File: src/rtl/alu_mc_pkg.sv
// Shared encodings for the multi-cycle Hack ALU: FSM states and operation mode.
// The CPU datapath imports these so it decodes the same values.
package alu_mc_pkg;

  localparam logic [1:0] ST_IDLE = 2'd0;
  localparam logic [1:0] ST_MUL  = 2'd1;
  localparam logic [1:0] ST_HOLD = 2'd2;

  localparam logic MODE_HACK = 1'b0;
  localparam logic MODE_MUL  = 1'b1;

endpackage

File: src/rtl/alu_pre.sv
// Hack operand preprocessing: optionally zero the operand, then optionally invert it.
module alu_pre #(
  parameter int WIDTH = 16
) (
  input  logic [WIDTH-1:0] a,
  input  logic             z,
  input  logic             n,
  output logic [WIDTH-1:0] o
);

  logic [WIDTH-1:0] zeroed;

  assign zeroed = z ? '0 : a;
  assign o      = n ? ~zeroed : zeroed;

endmodule

File: src/rtl/alu_mc.sv
// Multi-cycle Hack ALU: single-cycle Hack function or WIDTH-cycle shift-add multiply,
// with a valid/ready handshake on both sides and registered result and flags.
module alu_mc
  import alu_mc_pkg::*;
#(
  parameter int WIDTH = 16
) (
  input  logic             clk,
  input  logic             reset,
  input  logic             in_valid,
  output logic             in_ready,
  input  logic [WIDTH-1:0] x,
  input  logic [WIDTH-1:0] y,
  input  logic             zx,
  input  logic             nx,
  input  logic             zy,
  input  logic             ny,
  input  logic             f,
  input  logic             no,
  input  logic             mode,
  output logic             out_valid,
  input  logic             out_ready,
  output logic [WIDTH-1:0] out,
  output logic             zr,
  output logic             ng,
  output logic             ovf
);

  localparam int CW = $clog2(WIDTH + 1);

  logic [1:0]         state;
  logic [CW-1:0]      cnt;
  logic [2*WIDTH-1:0] acc;
  logic [2*WIDTH-1:0] mcand;
  logic [WIDTH-1:0]   mplier;
  logic               no_q;

  logic [WIDTH-1:0]   xp;
  logic [WIDTH-1:0]   yp;

  alu_pre #(.WIDTH(WIDTH)) u_pre_x (.a(x), .z(zx), .n(nx), .o(xp));
  alu_pre #(.WIDTH(WIDTH)) u_pre_y (.a(y), .z(zy), .n(ny), .o(yp));

  function automatic logic [1:0] flags_of(input logic [WIDTH-1:0] v);
    return {(v == '0), v[WIDTH-1]};
  endfunction

  // Hack function, evaluated directly on the live inputs during the accept cycle.
  logic [WIDTH:0]     sum;
  logic [WIDTH-1:0]   hack_r;
  logic [WIDTH-1:0]   hack_res;
  logic               hack_ovf;

  assign sum      = {1'b0, xp} + {1'b0, yp};
  assign hack_r   = f ? sum[WIDTH-1:0] : (xp & yp);
  assign hack_res = no ? ~hack_r : hack_r;
  assign hack_ovf = f & sum[WIDTH];

  // One multiplier bit per cycle; the last step's sum is registered straight into the result.
  logic [2*WIDTH-1:0] acc_step;
  logic [CW-1:0]      cnt_step;
  logic               mul_last;
  logic [WIDTH-1:0]   mul_res;
  logic               mul_ovf;

  assign acc_step = acc + (mplier[0] ? mcand : '0);
  assign cnt_step = cnt + 1'b1;
  assign mul_last = (cnt_step == CW'(WIDTH));
  assign mul_res  = no_q ? ~acc_step[WIDTH-1:0] : acc_step[WIDTH-1:0];
  assign mul_ovf  = |acc_step[2*WIDTH-1:WIDTH];

  assign in_ready  = (state == ST_IDLE);
  assign out_valid = (state == ST_HOLD);

  always_ff @(posedge clk or posedge reset) begin
    if (reset) begin
      state  <= ST_IDLE;
      cnt    <= '0;
      acc    <= '0;
      mcand  <= '0;
      mplier <= '0;
      no_q   <= 1'b0;
      out    <= '0;
      zr     <= 1'b0;
      ng     <= 1'b0;
      ovf    <= 1'b0;
    end else begin
      case (state)
        ST_IDLE: begin
          if (in_valid) begin
            case (mode)
              MODE_HACK: begin
                out       <= hack_res;
                {zr, ng}  <= flags_of(hack_res);
                ovf       <= hack_ovf;
                state     <= ST_HOLD;
              end
              MODE_MUL: begin
                acc    <= '0;
                mcand  <= {{WIDTH{1'b0}}, xp};
                mplier <= yp;
                cnt    <= '0;
                no_q   <= no;
                state  <= ST_MUL;
              end
              default: state <= ST_IDLE;
            endcase
          end
        end
        ST_MUL: begin
          acc    <= acc_step;
          mcand  <= mcand << 1;
          mplier <= mplier >> 1;
          cnt    <= cnt_step;
          if (mul_last) begin
            out      <= mul_res;
            {zr, ng} <= flags_of(mul_res);
            ovf      <= mul_ovf;
            state    <= ST_HOLD;
          end
        end
        ST_HOLD: begin
          if (out_ready) state <= ST_IDLE;
        end
        default: state <= ST_IDLE;
      endcase
    end
  end

endmodule

File: config.mk
export PLATFORM = sky130hd
export DESIGN_NAME = alu_mc
export DESIGN_NICKNAME = d
export VERILOG_FILES = /design/src/rtl/alu_mc_pkg.sv /design/src/rtl/alu_pre.sv /design/src/rtl/alu_mc.sv
export SDC_FILE = /design/constraint.sdc
export NUM_CORES = 1
export LEC_CHECK = 0
export BUFFER_PORTS_ARGS = -buffer_cell sky130_fd_sc_hd__buf_4
export CELL_PAD_IN_SITES_DETAIL_PLACEMENT = 1
export CELL_PAD_IN_SITES_GLOBAL_PLACEMENT = 1
export CORE_MARGIN = 3
export CORE_UTILIZATION = 51
export DETAILED_ROUTE_END_ITERATION = 16
export PLACE_DENSITY_LB_ADDON = 0.1
export SYNTH_ARGS = -nofsm -noshare
export SYNTH_HDL_FRONTEND = slang
export SYNTH_SLANG_ARGS = --single-unit
File: constraint.sdc
create_clock -name clk -period 7.42 [get_ports clk]
set_input_delay 1.113 -clock clk [delete_from_list [all_inputs] [get_ports clk]]
set_output_delay 1.113 -clock clk [all_outputs]
set_load 0.005 [all_outputs]
==> results of run 1 <==
[registers in the layout, summed over array words and instances (netlist names)]
signal	flops
state	2
no_q	1
out	15
mcand	32
cnt	5
acc	32
ovf	1
ng	1
zr	1
mplier	16
[report_power, final]
group | leakage, nW | switching (mW) | internal (mW)
combinational | 2.69 | 0.969 | 0.668
clock | 0.136 | 0.227 | 0.249
sequential | 1.38 | 0.217 | 0.793
[synth_stat cells (10+ instances only)]
| cell | number | share of area |
|---|---|---|
| sky130_fd_sc_hd__nor2_1 | 51 | 0.022 |
| sky130_fd_sc_hd__nand2_1 | 68 | 0.030 |
| sky130_fd_sc_hd__o21a_1 | 10 | 0.0088 |
| sky130_fd_sc_hd__nand2b_1 | 23 | 0.017 |
| sky130_fd_sc_hd__o211ai_1 | 10 | 0.0088 |
| sky130_fd_sc_hd__a21oi_1 | 56 | 0.033 |
| sky130_fd_sc_hd__clkbuf_1 | 43 | 0.019 |
| sky130_fd_sc_hd__and2_1 | 35 | 0.026 |
| sky130_fd_sc_hd__dfrtp_1 | 106 | 0.31 |
| sky130_fd_sc_hd__nor2b_1 | 19 | 0.014 |
| sky130_fd_sc_hd__nand3_1 | 15 | 0.0088 |
| sky130_fd_sc_hd__ha_1 | 48 | 0.070 |
| sky130_fd_sc_hd__inv_1 | 32 | 0.014 |
| sky130_fd_sc_hd__mux2i_1 | 11 | 0.013 |
| sky130_fd_sc_hd__o21ai_0 | 83 | 0.049 |
| sky130_fd_sc_hd__a21o_1 | 18 | 0.016 |
| sky130_fd_sc_hd__nor3_1 | 17 | 0.0099 |
| sky130_fd_sc_hd__a22oi_1 | 63 | 0.055 |
| sky130_fd_sc_hd__xor2_1 | 39 | 0.040 |
| sky130_fd_sc_hd__xnor2_1 | 64 | 0.065 |
| sky130_fd_sc_hd__a22o_1 | 39 | 0.040 |
[layer usage]
layer / part of all wire / vias up
met5: 0 / -
met4: 0.029 / 0
met3: 0.034 / 41
met2: 0.49 / 170
met1: 0.44 / 3736
li1: - / 3611
[final timing paths]
| path | startpoint | endpoint | slack, ns |
|---|---|---|---|
| max | mplier[0] | ovf | 2.90 |
| min | out[11] | out[11] | 0.49 |
| max reg2reg | mplier[0] | ovf | 2.90 |
| min reg2reg | out[11] | out[11] | 0.49 |
| max in group asynchronous | reset | acc[27] | 5.36 |
| min in group asynchronous | reset | mplier[13] | 0.83 |
[logic make-up (layout without fill, tap and decap cells)]
logic type      Yosys count  in the layout  share of synthesized area
flops                   106            106                      0.310
mux                      14             14                     0.0168
compound gates          331            331                      0.261
simple gates            278            278                      0.173
buf+inv                  89            120                     0.0409
xor+xnor                110            110                      0.124
fa+ha+maj                50             50                     0.0748
[through the flow]
| step | cell area [um2] | util |
|---|---|---|
| 2_1_floorplan | 8560 | - |
| 3_3_place_gp | 9150 | 0.566 |
| 3_5_place_dp | 9150 | 0.566 |
| 4_1_cts | 9440 | 0.584 |
| 5_1_grt | 9440 | 0.584 |
| 6_report | 9440 | 0.584 |
[worst reg2reg max path: cells and delay by family (launching register included)]
family / cells / cell delay [ns]
flip-flops: 1 / 0.68
AO/OA/AOI/OAI: 8 / 2.14
adder cells (fa/ha/maj): 2 / 0.56
buffers and inverters: 2 / 0.39
AND/OR/NAND/NOR: 4 / 0.64
[final cells by class]
cell class / count / area, um2
Fill cell: 1933 / 6730
Multi-Input combinational cell: 783 / 5570
Sequential cell: 106 / 2650
Timing Repair Buffer: 72 / 541
Tap cell: 216 / 270
Clock buffer: 12 / 256
Inverter: 32 / 123
Clock inverter: 4 / 32.5
==> results.sh, run 1 <==
export IMPL_grt_setup_unrepaired="false"
export IMPL_max_cap_violations=0
export IMPL_worst_path_largest_cell_delay_ns=0.68
export IMPL_synthArstFlopShare=1.00
export IMPL_worstPathCellList="buf_4 -> and2_1 -> ha_1 -> inv_1 -> fa_1 -> nor2b_1 -> o21a_1 -> o21a_1 -> o21ai_1 -> a2111oi_0 -> o211ai_1 -> a21oi_1 -> o21ai_0 -> a211oi_1 -> and4_1 -> nor2_1"
export IMPL_dp_hpwl_um=19300
export IMPL_tritoncts_num_sinks=106
export IMPL_antenna_cells_inserted=0
export IMPL_place_detailed_instances=1209
export IMPL_grt_ovfl_total=0
export IMPL_mostFrequentLayoutCells="sky130_fd_sc_hd__dfrtp_1 (106), sky130_fd_sc_hd__o21ai_0 (83), sky130_fd_sc_hd__buf_4 (72)"
export IMPL_critical_path_slowest_cell="sky130_fd_sc_hd__dfrtp_1"
export IMPL_drt_via_density=6.17
export IMPL_critical_path_top_delay_family="compound AO/OA/AOI/OAI gates"
export IMPL_detail_route_wirelength_um=25900
export IMPL_syn_instance_count=978
export IMPL_post_route_worst_setup_slack_ns=2.90
export IMPL_antenna_left=0
export IMPL_synth_ff_latch_count=106
export IMPL_clock_skew_final_ns=0.0123
export IMPL_critPathMaxFanout=19
export IMPL_clock_tree_buffer_depth=2
export IMPL_cts_root_buffer="sky130_fd_sc_hd__clkbuf_16"
export IMPL_min_period_ns=4.52
export IMPL_worst_slew_margin_rel=0.326
export IMPL_htree_num_levels=3
export IMPL_area_growth_pct=10.3
export IMPL_grt_start_max_net_pins=89
export IMPL_pre_cts_ws_ns=2.82
export IMPL_totalNegativeSetupSlack_ns=0
export IMPL_initialDrtViolationCount=500
export IMPL_number_of_enable_flip_flop_cells_after_synthesis=0
export IMPL_hold_path_depth=1
export IMPL_chipWidth_um=136
export IMPL_status="complete, no violations"
export IMPL_synth_area_per_cell_um2=8.75
export IMPL_slew_violations=0
export IMPL_yosysSeqAreaShare=0.310
export IMPL_worst_setup_path_type="reg -> reg"
export IMPL_static_leakage_power_nw=4.21
export IMPL_max_slew_worst_pin_slew_ns=1.01
export IMPL_synth_top_flop_cell="sky130_fd_sc_hd__dfrtp_1"
export IMPL_chipHeight_um=136
export IMPL_worst_setup_path_start_kind="flop"
export IMPL_core_area_um2=16200
export IMPL_routed_via_count=7558
export IMPL_mappedNetlistNets=1071
export IMPL_totalPowerFinal_mw=3.12
export IMPL_clock_latency_ns=0.36
export IMPL_report_final_setup_viol=0
export IMPL_postCtsSetupRepairBufs=0
export IMPL_layout_commonest_cell="sky130_fd_sc_hd__dfrtp_1"
export IMPL_rows=46
export IMPL_port_buffers=63
export IMPL_timing_critical_path_arrival_ns=4.76
export IMPL_groute_usage_overall=0.287
export IMPL_final_cell_count_no_fill=1225
export IMPL_top_level_ports=64
export IMPL_grt_pass1_vias=7776
export IMPL_floorplan_die_area_um2=18400
export IMPL_fmax_mhz=221
export IMPL_global_route_usage_met2=0.482
export IMPL_ir_worst_vdd_mv=0.193
export IMPL_layout_net_count=1097
export IMPL_post_dr_wirelength_cell_um=21.1
export IMPL_grt_pass1_wl_um=41900
export IMPL_cts_reportedPaths_clkPinSlew_ns=0.08
export IMPL_critical_path_most_common_cell="sky130_fd_sc_hd__o21a_1"
export IMPL_endpoint_required_time_on_the_critical_path_ns=7.66
export IMPL_cts_tree="yes"
export IMPL_path_buf_inv=2
export IMPL_cp_depth=16
export IMPL_cts_hold_buf=0
export IMPL_critPathCaptureType="flop"
export IMPL_hold_slack_ns=0.487
export IMPL_start_util=0.529
export IMPL_synth_area_um2=8560
export IMPL_synth_distinct_cells=72
export IMPL_grtUsageMet3=0.0371
export IMPL_ys_warn_count=0
export IMPL_powerDensity_nw_per_um2=331
export IMPL_fraction_of_final_layout_cells_sized_beyond_drive_strength_1=0.105
export IMPL_grt_use_met1=0.382
export IMPL_gp_routability_congestion=0.889
export IMPL_timing_hold_violations_final=0
export IMPL_worstHoldPathType="reg -> reg"
export IMPL_drc=0
export IMPL_initial_antenna_violation_count=0
export IMPL_grt_most_used_layer="met2"
export IMPL_worst_r2r_cell_count=16
export IMPL_min_period_over_period=0.609
export IMPL_first_pass_iters=5
export IMPL_cts_repair_resize_count=0
export IMPL_cts_buffers=9
Power figures use the tool's default switching activity.
==> inputs of run 2 (changes only) <==
- ABC_AREA: unset -> 1
- CORE_UTILIZATION: 51 -> 45
- clock period: 7.42 -> 4.5 ns (I/O delays scaled with it)
==> results.sh, run 2 <==
export IMPL_status="complete, no violations"
export IMPL_grt_setup_unrepaired="false"
export IMPL_worstHoldPathType="in -> async"
export IMPL_layout_net_count=1399
export IMPL_final_fill_count=2538
export IMPL_report_final_setup_viol=0
export IMPL_cts_root_buffer="sky130_fd_sc_hd__clkbuf_16"
export IMPL_drt_via_density=5.47
export IMPL_top_level_ports=64
export IMPL_port_buffers=63
export IMPL_critPathCaptureType="flop"
export IMPL_yosys_area_top_type="sky130_fd_sc_hd__dfrtp_1"
export IMPL_hold_slack_ns=0.416
export IMPL_synth_top_family_by_area="simple AND/OR/NAND/NOR gates"
export IMPL_rows=50
export IMPL_htree_num_levels=3
export IMPL_initial_antenna_violation_count=0
export IMPL_cts_buffers=9
export IMPL_area_growth_pct=10.4
export IMPL_tritoncts_num_sinks=106
export IMPL_dp_hpwl_um=22500
export IMPL_first_pass_iters=5
export IMPL_most_instantiated_cells_after_synthesis="sky130_fd_sc_hd__nand2_1 (372), sky130_fd_sc_hd__inv_1 (154), sky130_fd_sc_hd__dfrtp_1 (106)"
export IMPL_clock_tree_buffer_depth=2
export IMPL_cts_repair_resize_count=0
export IMPL_timing_hold_violations_final=0
export IMPL_yosys_area_share_adder=0.0728
export IMPL_number_of_enable_flip_flop_cells_after_synthesis=0
export IMPL_chipHeight_um=146
export IMPL_core_area_um2=19000
export IMPL_post_route_worst_setup_slack_ns=1.08
export IMPL_post_route_cell_area_um2=9710
export IMPL_pre_cts_ws_ns=0.940
export IMPL_synthXorXnorAreaFrac=0.0650
export IMPL_worst_setup_path_start_kind="flop"
export IMPL_synth_area_um2=8800
export IMPL_synth_ff_latch_count=106
export IMPL_synth_area_top_cells="sky130_fd_sc_hd__dfrtp_1 (30%), sky130_fd_sc_hd__nand2_1 (16%), sky130_fd_sc_hd__ha_1 (6.8%)"
export IMPL_endpoint_required_time_on_the_critical_path_ns=4.75
export IMPL_worst_setup_path_type="reg -> reg"
export IMPL_layout_commonest_cell="sky130_fd_sc_hd__nand2_1"
export IMPL_mappedNetlistNets=1366
export IMPL_ir_worst_vdd_mv=0.234
export IMPL_initialDrtViolationCount=576
export IMPL_area_sequential_um2=2650
export IMPL_drc=0
export IMPL_ys_warn_count=0
export IMPL_worstPathCellList="nand2_1 -> inv_1 -> ha_1 -> inv_1 -> fa_1 -> inv_1 -> nand3_1 -> nand2_1 -> nand2_1 -> nand2_1 -> a21oi_1 -> o21ai_0 -> nand2_1 -> nand2_1 -> nand2_1 -> nand2_1 -> nand4_1 -> nor2_1 -> nand4_1 -> nand2_1 -> nand2_1"
export IMPL_clock_skew_final_ns=0.0129
export IMPL_post_dp_cell_area_um2=9410
export IMPL_critical_path_top_delay_family="simple AND/OR/NAND/NOR gates"
export IMPL_antenna_cells_inserted=0
export IMPL_critical_path_slowest_cell="sky130_fd_sc_hd__dfrtp_1"
export IMPL_groute_usage_overall=0.273
export IMPL_synthArstFlopShare=1.00
export IMPL_min_period_over_period=0.760
export IMPL_synth_top_flop_cell="sky130_fd_sc_hd__dfrtp_1"
export IMPL_proportion_of_netlist_area_held_by_the_largest_area_contributor=0.302
export IMPL_routed_via_count=8600
export IMPL_biggestRegsByFlops="acc: 32 flops, mcand: 32 flops, mplier: 16 flops"
export IMPL_grt_start_max_net_pins=64
export IMPL_fraction_of_final_layout_cells_sized_beyond_drive_strength_1=0.114
export IMPL_worst_path_largest_cell_delay_ns=0.64
export IMPL_static_leakage_power_nw=5.13
export IMPL_chipWidth_um=146
export IMPL_min_period_ns=3.42
export IMPL_max_slew_worst_pin_slew_ns=1.09
export IMPL_syn_instance_count=1273
export IMPL_finish_utilization=0.512
export IMPL_cts_tree="yes"
export IMPL_slew_violations=0
export IMPL_post_dr_wirelength_cell_um=18.3
export IMPL_totalNegativeSetupSlack_ns=0
export IMPL_postCtsSetupRepairBufs=0
export IMPL_worst_slew_margin_rel=0.267
export IMPL_grt_ovfl_total=0
export IMPL_clock_latency_ns=0.37
export IMPL_antenna_left=0
export IMPL_post_synth_top_count_cell="sky130_fd_sc_hd__nand2_1"
export IMPL_powerDensity_nw_per_um2=528
export IMPL_critical_path_most_common_cell="sky130_fd_sc_hd__nand2_1"
export IMPL_gp_routability_congestion=0.934
export IMPL_muxShareOfSynthArea=0
export IMPL_fmax_mhz=293
export IMPL_yosysSeqAreaShare=0.302
export IMPL_critPathMaxFanout=18
export IMPL_timing_critical_path_arrival_ns=3.67
export IMPL_synth_distinct_cells=55
export IMPL_synth_simple_gate_area_share=0.293
export IMPL_multi_input_area_um2=5240
export IMPL_grt_pass1_vias=8855
export IMPL_start_util=0.464
export IMPL_synth_area_per_cell_um2=6.91
export IMPL_floorplan_die_area_um2=21300
export IMPL_path_buf_inv=3
export IMPL_detail_route_wirelength_um=28700
export IMPL_mostFrequentLayoutCells="sky130_fd_sc_hd__nand2_1 (371), sky130_fd_sc_hd__inv_1 (153), sky130_fd_sc_hd__dfrtp_1 (106)"
export IMPL_synth_compound_gate_area_share=0.164
export IMPL_max_cap_violations=0
export IMPL_cts_hold_buf=0
export IMPL_grt_pass1_wl_um=47200
export IMPL_cts_reportedPaths_clkPinSlew_ns=0.09
[run 2: cell types whose count changed after synthesis, sizes merged, moves of 34 or more]
cell   previous run  this run
inv              32       169
nand3            15        95
nand2            68       391
and2             35         1
xnor2            65         7
a22oi            63         0
[run 2: kinds of logic (layout without fill, tap and decap cells)]
family / after synthesis / in the layout
AOI/OAI and AO/OA: 236 / 236
and+or+nand+nor: 597 / 597
buffers and inverters: 222 / 260
DFF: 106 / 106
adders and majority gates: 50 / 50
xor gates and xnor gates: 62 / 62
[run 2: metal layers]
layer	global-route usage	up-vias	wire (um)	part of all wire
met4	0.0836	0	770	0.027
li1	-	4225	-	-
met3	0.0243	34	782	0.027
met5	0	-	0	0
met1	0.380	4192	13600	0.47
met2	0.452	149	13600	0.47
[run 2: final timing paths]
check                      cells past startpoint      start  slack, ns         end
setup / recovery                              21  mplier[0]       1.08         ovf
hold / removal                                 2      reset       0.42  mplier[14]
setup reg to reg                              21  mplier[0]       1.08         ovf
hold reg to reg                                2     out[7]       0.49      out[7]
max in group asynchronous                      3      reset       3.19      acc[8]
min in group clk                               2  out_ready       0.48    state[1]
[run 2: layout make-up]
class                           instances  share of cell area
Clock buffer                            9              0.0232
Tap cell                              260              0.0335
Multi-Input combinational cell        945               0.539
Inverter                              172              0.0670
Timing Repair Buffer                   72              0.0557
Sequential cell                       106               0.273
Clock inverter                          7             0.00812
[run 2: worst reg2reg max path: stages, from the launching register on]
cell and delay, ns:
sky130_fd_sc_hd__dfrtp_1 0.64, sky130_fd_sc_hd__nand2_1 0.10, sky130_fd_sc_hd__inv_1 0.08, sky130_fd_sc_hd__ha_1 0.17, sky130_fd_sc_hd__inv_1 0.07, sky130_fd_sc_hd__fa_1 0.41
sky130_fd_sc_hd__inv_1 0.07, sky130_fd_sc_hd__nand3_1 0.06, sky130_fd_sc_hd__nand2_1 0.13, sky130_fd_sc_hd__nand2_1 0.06, sky130_fd_sc_hd__nand2_1 0.10, sky130_fd_sc_hd__a21oi_1 0.13
sky130_fd_sc_hd__o21ai_0 0.36, sky130_fd_sc_hd__nand2_1 0.14, sky130_fd_sc_hd__nand2_1 0.09, sky130_fd_sc_hd__nand2_1 0.05, sky130_fd_sc_hd__nand2_1 0.09, sky130_fd_sc_hd__nand4_1 0.11
sky130_fd_sc_hd__nor2_1 0.13, sky130_fd_sc_hd__nand4_1 0.14, sky130_fd_sc_hd__nand2_1 0.11, sky130_fd_sc_hd__nand2_1 0.05
[run 2: report_power, final]
| group | switching (mW) | internal (mW) |
|---|---|---|
| combinational | 1.81 | 0.966 |
| clock | 0.426 | 0.397 |
| sequential | 0.247 | 1.28 |
[run 2: stage by stage]
stage	power (mW)	instances
floorplan	3.36	1273
global placement	4.20	1555
detailed placement	4.27	1555
CTS	5.13	1571
global route	5.53	1571
finish	5.13	1571
==> inputs of run 3 (changes only) <==
- ABC_AREA: 1 -> 0
- CORE_UTILIZATION: 45 -> 47
- clock period: 4.5 -> 3.25 ns (I/O delays scaled with it)
==> results.sh, run 3 (synthesis results as in run 1) <==
export IMPL_status="finished with violations"
export IMPL_failed_checks="setup timing"
export IMPL_totalPowerFinal_mw=10.5
export IMPL_drt_via_density=7.47
export IMPL_endpoint_required_time_on_the_critical_path_ns=3.52
export IMPL_critPathCaptureType="flop"
export IMPL_fraction_of_final_layout_cells_sized_beyond_drive_strength_1=0.418
export IMPL_tritoncts_num_sinks=106
export IMPL_groute_usage_overall=0.398
export IMPL_gp_routability_congestion=0.913
export IMPL_worst_r2r_cell_count=14
export IMPL_max_cap_violations=0
export IMPL_grtUsageMet3=0.0672
export IMPL_cts_tree="yes"
export IMPL_mostFrequentLayoutCells="sky130_fd_sc_hd__buf_4 (309), sky130_fd_sc_hd__dfrtp_1 (105), sky130_fd_sc_hd__nand2_1 (65)"
export IMPL_clock_tree_buffer_depth=2
export IMPL_worst_setup_path_type="in -> reg"
export IMPL_htree_num_levels=3
export IMPL_grt_pass1_vias=10500
export IMPL_floorplan_die_area_um2=19900
export IMPL_chipWidth_um=141
export IMPL_antenna_cells_inserted=0
export IMPL_slew_violations=0
export IMPL_critPathMaxFanout=5
export IMPL_chipHeight_um=141
export IMPL_grt_pass1_wl_um=62000
export IMPL_worstHoldPathType="in -> async"
export IMPL_worstPathCellList="buf_12 -> buf_4 -> nor2b_2 -> xor2_1 -> ha_1 -> a21o_1 -> or4b_4 -> buf_4 -> a21o_1 -> a31oi_4 -> and4b_1 -> mux2i_1 -> and4b_1 -> nand3_1 -> o41ai_2"
export IMPL_r2r_end="ovf"
export IMPL_antenna_left=0
export IMPL_routed_via_count=11100
export IMPL_cts_root_buffer="sky130_fd_sc_hd__clkbuf_16"
export IMPL_grt_setup_unrepaired="true"
export IMPL_powerDensity_nw_per_um2=824
export IMPL_initialDrtViolationCount=1298
export IMPL_first_pass_iters=10
export IMPL_cts_reportedPaths_clkPinSlew_ns=0.08
export IMPL_cts_hold_buf=0
export IMPL_r2r_setup_slack_ns=-0.88
export IMPL_global_route_usage_met2=0.694
export IMPL_initial_antenna_violation_count=2
export IMPL_post_route_worst_setup_slack_ns=-1.03
export IMPL_post_dp_cell_area_um2=10900
export IMPL_clock_skew_final_ns=0.0185
export IMPL_core_area_um2=17500
export IMPL_port_buffers=63
export IMPL_critical_path_slowest_cell="sky130_fd_sc_hd__or4b_4"
export IMPL_drc=0
export IMPL_layout_commonest_cell="sky130_fd_sc_hd__buf_4"
export IMPL_clock_latency_ns=0.38
export IMPL_worst_slew_margin_rel=0.141
export IMPL_crit_reg2reg_launch="mplier[0]"
export IMPL_worst_path_largest_cell_delay_ns=0.64
export IMPL_timing_critical_path_arrival_ns=4.55
export IMPL_detail_route_wirelength_um=53800
export IMPL_min_period_ns=4.28
export IMPL_top_level_ports=64
export IMPL_layout_net_count=1352
export IMPL_grt_ovfl_total=0
export IMPL_totalNegativeSetupSlack_ns=-9.47
export IMPL_timing_hold_violations_final=0
export IMPL_area_growth_pct=48.7
export IMPL_post_route_cell_area_um2=12700
export IMPL_min_period_over_period=1.32
export IMPL_max_slew_worst_pin_slew_ns=1.27
export IMPL_post_dr_wirelength_cell_um=36.2
export IMPL_grt_use_met1=0.470
export IMPL_grt_start_max_net_pins=107
export IMPL_biggestRegsByFlops="acc: 32 flops, mcand: 32 flops, mplier: 16 flops"
export IMPL_dp_hpwl_um=24200
export IMPL_finish_utilization=0.726
export IMPL_fmax_mhz=234
export IMPL_worst_setup_path_start_kind="input port"
export IMPL_report_final_setup_viol=27
export IMPL_start_util=0.488
export IMPL_ir_worst_vdd_mv=0.635
export IMPL_pre_cts_ws_ns=-0.661
export IMPL_grt_most_used_layer="met2"
export IMPL_cts_buffers=9
export IMPL_static_leakage_power_nw=5.78
export IMPL_rows=48
-- run 3: worst max-delay path by stage --
| stage | to | startpoint | depth (start not counted) | slack (ns) |
|---|---|---|---|---|
| 5_1_grt | zr | zx | 15 | -1.15 |
| 3_5_place_dp | ovf | mplier[0] | 15 | -0.66 |
| 4_1_cts | ovf | mplier[0] | 14 | -0.31 |
| 2_1_floorplan | zr | nx | 16 | -0.14 |
| 3_3_place_gp | ovf | mplier[0] | 16 | -0.54 |
| 6_report | zr | zx | 15 | -1.03 |
-- run 3: power by group --
group | total [mW] | switching (mW) | internal [mW]
combinational | 6.85 | 4.09 | 2.76
sequential | 2.39 | 0.583 | 1.81
clock | 1.24 | 0.630 | 0.612
total | 10.5 | 5.30 | 5.18
-- run 3: metal layers --
layer / wire, um / part of all wire / up-vias
met2: 24100 / 0.45 / 1155
li1: - / - / 4111
met5: 57 / 0.0011 / -
met3: 6050 / 0.11 / 569
met4: 7050 / 0.13 / 4
met1: 16600 / 0.31 / 5285
-- run 3: final cells by class --
cell class	instances	area, um2
Clock buffer	10	229
Clock inverter	6	77.6
Fill cell	1837	4810
Inverter	32	126
Multi-Input combinational cell	783	6820
Sequential cell	106	2650
Tap cell	225	282
Timing Repair Buffer	327	2540
-- run 3: worst max-delay path: cells and delay by family --
family | cells | cell delay [ns]
adders and majority gates | 1 | 0.40
muxes | 1 | 0.09
xor gates and xnor gates | 1 | 0.29
and+or+nand+nor | 5 | 1.65
buffers and inverters | 3 | 0.44
AOI/OAI and AO/OA | 4 | 1.18
-- run 3: what timing repair did --
action	4_1_cts	5_1_grt
resized for setup	100	144
buffers inserted	18	31
endpoints found under the setup margin	22	26
pin swaps	41	65
-- run 3: metrics by stage --
| step | hold WS (ns) | std cells |
|---|---|---|
| 2_1_floorplan | 0.456 | 978 |
| 3_3_place_gp | 0.465 | 1429 |
| 3_5_place_dp | 0.472 | 1429 |
| 4_1_cts | 0.327 | 1461 |
| 5_1_grt | 0.355 | 1489 |
| 6_report | 0.281 | 1489 |
